<file path="src/rtl/sr_ff_monitor.sv">
// Cycle-accurate checker for the T-flip-flop-based SR cell: tracks the expected Q,
// flags divergences and illegal s=r=1 usage, and latches a sticky fault.
module sr_ff_monitor #(
  parameter int unsigned CNT_W       = 8,
  parameter int unsigned FAULT_LIMIT = 1
) (
  input  logic             clk,
  input  logic             clr,
  input  logic             en,
  input  logic             clr_err,
  input  logic             s,
  input  logic             r,
  input  logic             qsr,
  input  logic             qsrbar,
  output logic             exp_q,
  output logic             err_pulse,
  output logic             fault,
  output logic [CNT_W-1:0] mismatch_cnt,
  output logic [CNT_W-1:0] illegal_cnt,
  output logic [1:0]       state
);

  localparam logic [CNT_W-1:0] CNT_MAX   = '1;
  localparam logic [CNT_W-1:0] LIMIT_CNT = CNT_W'(FAULT_LIMIT);

  typedef enum logic [1:0] {
    ST_IDLE  = 2'd0,
    ST_SYNC  = 2'd1,
    ST_CHECK = 2'd2,
    ST_FAULT = 2'd3
  } state_e;

  state_e           state_q, state_d;
  logic             exp_q_q, exp_q_d;
  logic             err_q, err_d;
  logic             fault_q, fault_d;
  logic [CNT_W-1:0] mcnt_q, mcnt_d;
  logic [CNT_W-1:0] icnt_q, icnt_d;
  logic             mismatch_c;
  logic             illegal_c;

  // Next Q of the SR cell, expressed through its internal toggle enable.
  function automatic logic sr_next(input logic q, input logic set, input logic rst);
    logic t;
    t = (set & ~q) | (rst & q);
    return q ^ t;
  endfunction

  function automatic logic [CNT_W-1:0] sat_inc(input logic [CNT_W-1:0] v);
    return (v == CNT_MAX) ? v : v + CNT_W'(1);
  endfunction

  assign mismatch_c = (qsr != exp_q_q) | (qsrbar != ~qsr);
  assign illegal_c  = s & r;

  always_comb begin
    state_d = state_q;
    exp_q_d = exp_q_q;
    err_d   = 1'b0;
    mcnt_d  = mcnt_q;
    icnt_d  = icnt_q;

    if (clr_err) begin
      state_d = ST_IDLE;
      exp_q_d = 1'b0;
      mcnt_d  = '0;
      icnt_d  = '0;
    end else begin
      unique case (state_q)
        ST_IDLE: begin
          if (en) state_d = ST_SYNC;
        end
        ST_SYNC: begin
          if (en) begin
            exp_q_d = sr_next(qsr, s, r);
            state_d = ST_CHECK;
          end else begin
            state_d = ST_IDLE;
          end
        end
        ST_CHECK: begin
          if (illegal_c) icnt_d = sat_inc(icnt_q);
          // On divergence, resync to the observed Q so one event counts once.
          if (mismatch_c) begin
            err_d   = 1'b1;
            mcnt_d  = sat_inc(mcnt_q);
            exp_q_d = sr_next(qsr, s, r);
          end else begin
            exp_q_d = sr_next(exp_q_q, s, r);
          end
          if (mismatch_c && (mcnt_d == LIMIT_CNT)) state_d = ST_FAULT;
          else if (!en)                            state_d = ST_IDLE;
        end
        ST_FAULT: begin
          state_d = ST_FAULT;
        end
        default: state_d = ST_IDLE;
      endcase
    end

    fault_d = (state_d == ST_FAULT);
  end

  always_ff @(posedge clk) begin
    if (!clr) begin
      state_q <= ST_IDLE;
      exp_q_q <= 1'b0;
      err_q   <= 1'b0;
      fault_q <= 1'b0;
      mcnt_q  <= '0;
      icnt_q  <= '0;
    end else begin
      state_q <= state_d;
      exp_q_q <= exp_q_d;
      err_q   <= err_d;
      fault_q <= fault_d;
      mcnt_q  <= mcnt_d;
      icnt_q  <= icnt_d;
    end
  end

  assign exp_q        = exp_q_q;
  assign err_pulse    = err_q;
  assign fault        = fault_q;
  assign mismatch_cnt = mcnt_q;
  assign illegal_cnt  = icnt_q;
  assign state        = state_q;

endmodule

</file>
<file path="config.mk">
export PLATFORM = sky130hd
export DESIGN_NAME = sr_ff_monitor
export DESIGN_NICKNAME = d
export VERILOG_FILES = /design/src/rtl/sr_ff_monitor.sv
export SDC_FILE = /design/constraint.sdc
export NUM_CORES = 1
export LEC_CHECK = 0
export ABC_CLOCK_PERIOD_IN_PS = 6500
export CAP_MARGIN = 30
export CORE_ASPECT_RATIO = 0.7
export CORE_UTILIZATION = 51
export DETAILED_ROUTE_END_ITERATION = 10
export PLACE_DENSITY = 0.91
export SYNTH_ARGS = -nofsm -noshare
export SYNTH_HDL_FRONTEND = slang
export SYNTH_SLANG_ARGS = --single-unit
</file>
<file path="constraint.sdc">
create_clock -name clk -period 6.5 [get_ports clk]
set_clock_uncertainty 0.1 [all_clocks]
set_input_delay 1.625 -clock clk [delete_from_list [all_inputs] [get_ports clk]]
set_output_delay 1.625 -clock clk [all_outputs]
set_load 0.02 [all_outputs]
</file>
==> impl_metrics.env, run 1 <==
export IMPL_cap_violations=0
export IMPL_avgViaCountPerCell=5.54
export IMPL_grt_ovfl_total=0
export IMPL_drive_gt1_share_pct=8.44
export IMPL_synth_top_family_by_area="simple AND/OR/NAND/NOR gates"
export IMPL_synthCells=127
export IMPL_synth_net_count=137
export IMPL_met2_usage_pct=40.2
export IMPL_path_buf_inv=1
export IMPL_path_clk_slew_ns=0.14
export IMPL_core_region_area_um2=1970
export IMPL_ios=29
export IMPL_rows=13
export IMPL_setup_viol=0
export IMPL_hpwl_mm=1.88
export IMPL_synth_top_area_share_pct=37.4
export IMPL_most_common_layout_cells="clkdlybuf4s50_1 (28), nor2_1 (22), dfxtp_1 (21), nand2_1 (9), mux2i_1 (8)"
export IMPL_critPathSlowestCell="clkdlybuf4s50_1"
export IMPL_drc=0
export IMPL_gr_usage_all_layers_pct=23.4
export IMPL_slowest_delay_ns=0.46
export IMPL_grt_max_degree=20
export IMPL_p_leak_nw=0.497
export IMPL_dieHeight_um=41.3
export IMPL_postRouteAntennaNets=0
export IMPL_globalplace_congestion=0.864
export IMPL_first_iter_violations=34
export IMPL_grt_util_met1_pct=29.1
export IMPL_power_share_clock_pct=32.2
export IMPL_p_per_area_nw_per_um2=149
export IMPL_p_int_mw=0.161
export IMPL_yosysWarnings=0
export IMPL_slew_headroom_pct=52.1
export IMPL_setup_tns_ns=0
export IMPL_p_seq_share_pct=60.4
export IMPL_synth_compound_area_share_pct=11.3
export IMPL_synth_area_leader_cell="dfxtp_1"
export IMPL_ys_top_cells_by_area="dfxtp_1 (37%), nor2_1 (7.3%), mux2i_1 (7.1%)"
export IMPL_period_needed_ns=3.52
export IMPL_synth_mux_area_share_pct=8.45
export IMPL_cp_cell_sequence="clkdlybuf4s50_1, and3b_1, or2_1, nor2_2, mux2_4, nor4_4, o221a_1"
export IMPL_cp_arrival_ns=3.70
export IMPL_synth_fa_ha_area_share_pct=2.22
export IMPL_cts_buffers_inserted=3
export IMPL_start_util_pct=57.2
export IMPL_drt_wl_total_mm=2.53
export IMPL_rsz0062_at_grt="no"
export IMPL_die_width_um=58.1
export IMPL_fin_crit_sh_pct=54.1
export IMPL_yosys_cell_types_count=39
export IMPL_cts_sinks=21
export IMPL_irDropWorstVdd_mv=0.121
export IMPL_synth_seq_area_share_pct=37.4
export IMPL_wl_per_cell_um=13.8
export IMPL_startpoint_type="input pin"
export IMPL_nets=165
export IMPL_antenna_found_initial=0
export IMPL_hold_class="register to register"
export IMPL_synthXorXnorAreaFrac_pct=7.01
export IMPL_final_common_cell="clkdlybuf4s50_1"
export IMPL_swShare_pct=25.2
export IMPL_synth_area_um2=1120
export IMPL_synthSimpleGateAreaFrac_pct=30.1
export IMPL_htreeDepth=1
export IMPL_areaGrowthSynthToFinish_pct=28.1
export IMPL_fmax_ghz=0.284
export IMPL_post_cts_buffers=0
export IMPL_portBuffers=28
export IMPL_outcome="finished, final reports clean"
export IMPL_power_frac_comb_pct=7.4
export IMPL_finalHoldViolCount=0
export IMPL_worstPathMaxFanout=6
export IMPL_critical_path_class="input pin to register"
export IMPL_report_final_slew_viol_count=0
export IMPL_cp_end_kind="register"
export IMPL_grt_busiest_layer="met2"
export IMPL_grt_pass1_vias=907
export IMPL_die_area_um2=2400
export IMPL_grt_pass1_wl_mm=4.02
export IMPL_crit_required_ns=6.68
export IMPL_insertion_delay_ns=0.33
export IMPL_ys_seq_elements=21
export IMPL_avgSynthCellArea_um2=8.86
export IMPL_worst_pin_slew_ns=0.718
export IMPL_cts_hold_buf=0
export IMPL_cts_max_path_buffers=2
export IMPL_num_vias=1019
export IMPL_cts_root_buf="clkbuf_4"
export IMPL_p_total_mw=0.215
export IMPL_tritoncts="yes"
export IMPL_use_met3_pct=6.17
export IMPL_crit_family="simple AND/OR/NAND/NOR gates"
export IMPL_antenna_cells=0
export IMPL_cts_resized=0
export IMPL_power_switching_mw=0.0542
export IMPL_firstDrtPassIters=4
## worst paths after layout
path	depth (start not counted)	end	slack, ns	startpoint
setup reg to reg	6	illegal_cnt[5]	4.26	illegal_cnt[0]
hold reg to reg	2	illegal_cnt[5]	0.41	illegal_cnt[5]
setup / recovery	7	state[0]	2.98	qsr
hold / removal	2	illegal_cnt[5]	0.41	illegal_cnt[5]
## synthesized netlist by cell type, drive strengths merged
cell,count
xnor2,3
a21oi,6
nand2,9
xor2,6
and3b,1
or2,2
mux2i,8
o211a,1
nand3,3
a311oi,1
mux2,1
nor4,5
o221a,1
and2b,1
dfxtp,21
a41oi,1
o31a,1
nor3b,1
and3,2
ha,2
or3,2
nor2b,1
o21ai,5
nand4,5
a211oi,1
nor2,24
nand2b,3
clkbuf,2
inv,2
buf,3
nor3,3
## stage by stage
step	utilization, %	worst slack, ns	hold slack [ns]	instances	instance area, µm²
finish	73.2	2.98	0.414	184	1440
global route	73.2	2.90	0.462	184	1440
CTS	73.2	3.00	0.417	184	1440
detailed placement	71.7	2.66	0.395	180	1410
global placement	71.7	2.76	0.384	180	1410
floorplan	-	3.28	0.466	127	1120
## layer usage
layer / up-vias / wire length (µm)
met4: 0 / 28
met2: 43 / 1120
met5: - / 0
met3: 4 / 166
li1: 503 / -
met1: 469 / 1220
## sequential cells by signal (all words and copies together), names as in the netlist
register	count
mismatch_cnt	8
exp_q	1
illegal_cnt	8
fault	1
err_pulse	1
state	2
## final cells by class
type | instances | area [µm²]
multi-input cells | 99 | 666
fillers | 152 | 527
flip-flops and latches | 21 | 420
repair buffers | 28 | 280
well taps | 30 | 37.5
clock buffers | 3 | 22.5
clock inverters | 1 | 7.51
inverters | 2 | 7.51
## worst register-to-register path, stage by stage, from the launching register on
cell      delay [ns]
dfxtp_1         0.40
ha_1            0.27
and3_1          0.22
a311oi_4        0.46
nand4_2         0.22
or3_1           0.35
a21oi_1         0.14
## cell families (layout without fill, tap and decap cells)
group,after synthesis,in the layout
simple gates,62,62
compound gates,17,17
xor+xnor,9,9
mux,9,9
flops,21,21
buf+inv,7,34
fa+ha+maj,2,2
## power groups by stage
stage / clock network [mW] / registers, mW / logic [mW]
after global placement: 0 / 0.133 / 0.0152
after detailed placement: 0 / 0.133 / 0.0157
after CTS: 0.0692 / 0.130 / 0.0157
final: 0.0692 / 0.130 / 0.0158
after global routing: 0.0748 / 0.130 / 0.0169
after floorplan: 0 / 0.133 / 0.00850
No activity file was read; power rests on OpenSTA's default activity.
==> run 2, diff against run 1 <==
==> config.mk (replaced) <==
export PLATFORM = sky130hd
export DESIGN_NAME = sr_ff_monitor
export DESIGN_NICKNAME = d
export VERILOG_FILES = /design/src/rtl/sr_ff_monitor.sv
export SDC_FILE = /design/constraint.sdc
export NUM_CORES = 1
export LEC_CHECK = 0
export ABC_CLOCK_PERIOD_IN_PS = 2900
export CAP_MARGIN = 30
export CORE_ASPECT_RATIO = 0.7
export CORE_UTILIZATION = 43
export DETAILED_ROUTE_END_ITERATION = 10
export PLACE_DENSITY = 0.83
export SYNTH_ARGS = -nofsm -noshare
export SYNTH_HDL_FRONTEND = slang
export SYNTH_SLANG_ARGS = --single-unit
==> constraint.sdc (replaced) <==
create_clock -name clk -period 2.9 [get_ports clk]
set_clock_uncertainty 0.1 [all_clocks]
set_input_delay 0.725 -clock clk [delete_from_list [all_inputs] [get_ports clk]]
set_output_delay 0.725 -clock clk [all_outputs]
set_load 0.02 [all_outputs]
==> run 2 against run 1 <==
Sequential power is 120% higher. Cell count is 3.8% higher. Register-to-register slack worse by 3.5 ns.
==> impl_metrics.env, run 2 (same netlist as run 1, synthesis figures left out) <==
export IMPL_fin_crit_sh_pct=88.8
export IMPL_period_needed_ns=2.58
export IMPL_antenna_cells=0
export IMPL_final_common_cell="clkdlybuf4s50_1"
export IMPL_fin_util_pct=59.9
export IMPL_nFillCells=244
export IMPL_hold_class="register to register"
export IMPL_drive_gt1_share_pct=10.2
export IMPL_p_seq_share_pct=55.7
export IMPL_cp_arrival_ns=2.69
export IMPL_cts_hold_buf=0
export IMPL_dieHeight_um=44.8
export IMPL_stdcell_count=191
export IMPL_setup_viol=0
export IMPL_core_region_area_um2=2480
export IMPL_path_clk_slew_ns=0.08
export IMPL_globalplace_congestion=0.890
export IMPL_outcome="finished, final reports clean"
export IMPL_finalHoldViolCount=0
export IMPL_swShare_pct=22.6
export IMPL_report_final_slew_viol_count=0
export IMPL_power_share_clock_pct=37.2
export IMPL_cts_max_path_buffers=2
export IMPL_cts_sinks=21
export IMPL_critPathSlowestCell="clkdlybuf4s50_1"
export IMPL_hold_ws_ns=0.428
export IMPL_nets=168
export IMPL_insertion_delay_ns=0.26
export IMPL_slew_headroom_pct=68.5
export IMPL_p_int_mw=0.405
export IMPL_setup_tns_ns=0
export IMPL_post_cts_buffers=0
export IMPL_portBuffers=28
export IMPL_tritoncts="yes"
export IMPL_power_switching_mw=0.118
export IMPL_start_util_pct=45.4
export IMPL_p_leak_nw=0.523
export IMPL_startpoint_type="input pin"
export IMPL_grt_max_degree=13
export IMPL_postRouteAntennaNets=0
export IMPL_first_iter_violations=57
export IMPL_fmax_ghz=0.388
export IMPL_rows=15
export IMPL_num_vias=1011
export IMPL_cap_violations=0
export IMPL_antenna_found_initial=0
export IMPL_drc=0
export IMPL_slowest_delay_ns=0.46
export IMPL_crit_required_ns=3.01
export IMPL_rsz0062_at_grt="no"
export IMPL_irDropWorstVdd_mv=0.226
export IMPL_grt_ovfl_total=0
export IMPL_grt_pass1_wl_mm=4.18
export IMPL_grt_pass1_vias=919
export IMPL_most_common_layout_cells="clkdlybuf4s50_1 (28), nor2_1 (22), dfxtp_1 (21), nand2_1 (9), mux2i_1 (8)"
export IMPL_crit_family="simple AND/OR/NAND/NOR gates"
export IMPL_worst_pin_slew_ns=0.472
export IMPL_cts_resized=0
export IMPL_power_frac_comb_pct=7.1
export IMPL_worstPathMaxFanout=4
export IMPL_p_per_area_nw_per_um2=352
export IMPL_gr_usage_all_layers_pct=19.3
export IMPL_die_area_um2=2830
export IMPL_firstDrtPassIters=4
export IMPL_ios=29
export IMPL_htreeDepth=1
export IMPL_cp_cell_sequence="clkdlybuf4s50_1, and3b_1, nor4_1, mux2i_1, nand2_1, nor4_4, o221a_1"
export IMPL_cts_buffers_inserted=3
export IMPL_avgViaCountPerCell=5.29
export IMPL_dp_cells=187
export IMPL_critical_path_class="input pin to register"
export IMPL_wl_per_cell_um=13.3
export IMPL_path_buf_inv=1
export IMPL_drt_wl_total_mm=2.54
export IMPL_areaGrowthSynthToFinish_pct=32.0
export IMPL_cts_root_buf="clkbuf_8"
export IMPL_hpwl_mm=1.83
export IMPL_cp_end_kind="register"
export IMPL_die_width_um=63.1
run 2: cell types whose count changed in the layout (fill, tap and decap cells not counted), sizes merged:
| cell | previous run | this run |
|---|---|---|
| clkinvlp | 1 | 0 |
| clkinv | 0 | 1 |
| buf | 0 | 3 |
run 2: final timing paths:
| check | from | to | slack (ns) | depth (start not counted) |
|---|---|---|---|---|
| worst min register to register | illegal_cnt[5] | illegal_cnt[5] | 0.43 | 2 |
| worst max-delay path | qsr | state[0] | 0.32 | 7 |
| worst max register to register | mismatch_cnt[0] | state[0] | 0.75 | 7 |
| worst min-delay path | illegal_cnt[5] | illegal_cnt[5] | 0.43 | 2 |
run 2: area by class of cell:
class / count / area [µm²] / area share (%)
Clock inverter: 1 / 5.00 / 0.337
Sequential cell: 21 / 420 / 28.3
Clock buffer: 3 / 41.3 / 2.78
Inverter: 2 / 7.51 / 0.505
Tap cell: 34 / 42.5 / 2.86
Timing Repair Buffer: 31 / 303 / 20.4
Multi-Input combinational cell: 99 / 666 / 44.8
run 2: power by group through the flow:
stage	Clock [mW]	Combinational, mW	Sequential, mW
finish	0.195	0.0371	0.291
global route	0.208	0.0396	0.291
CTS	0.197	0.0372	0.291
detailed placement	0	0.0372	0.298
global placement	0	0.0364	0.297
floorplan	0	0.0191	0.299
run 2: worst reg2reg max path, stage by stage, from the launching register on:
cell     delay [ns]
dfxtp_1        0.48
ha_1           0.30
nand3_1        0.13
nor2_2         0.19
nor2_2         0.07
mux2_4         0.33
nor4_4         0.27
o221a_1        0.22
run 2: routing by layer:
layer | GRT usage [%] | share of wire, %
met4 | 5.58 | 1.3
met1 | 23.8 | 49
met3 | 5.81 | 4.4
met2 | 33.1 | 45
met5 | 0 | 0
run 2: per-stage QoR:
stage	worst slack, ns	cell area (µm²)	total power [mW]
finish	0.324	1490	0.522
detailed placement	0.0244	1440	0.335
CTS	0.311	1490	0.525
global route	0.222	1490	0.539
floorplan	0.582	1120	0.318
global placement	0.0859	1440	0.334
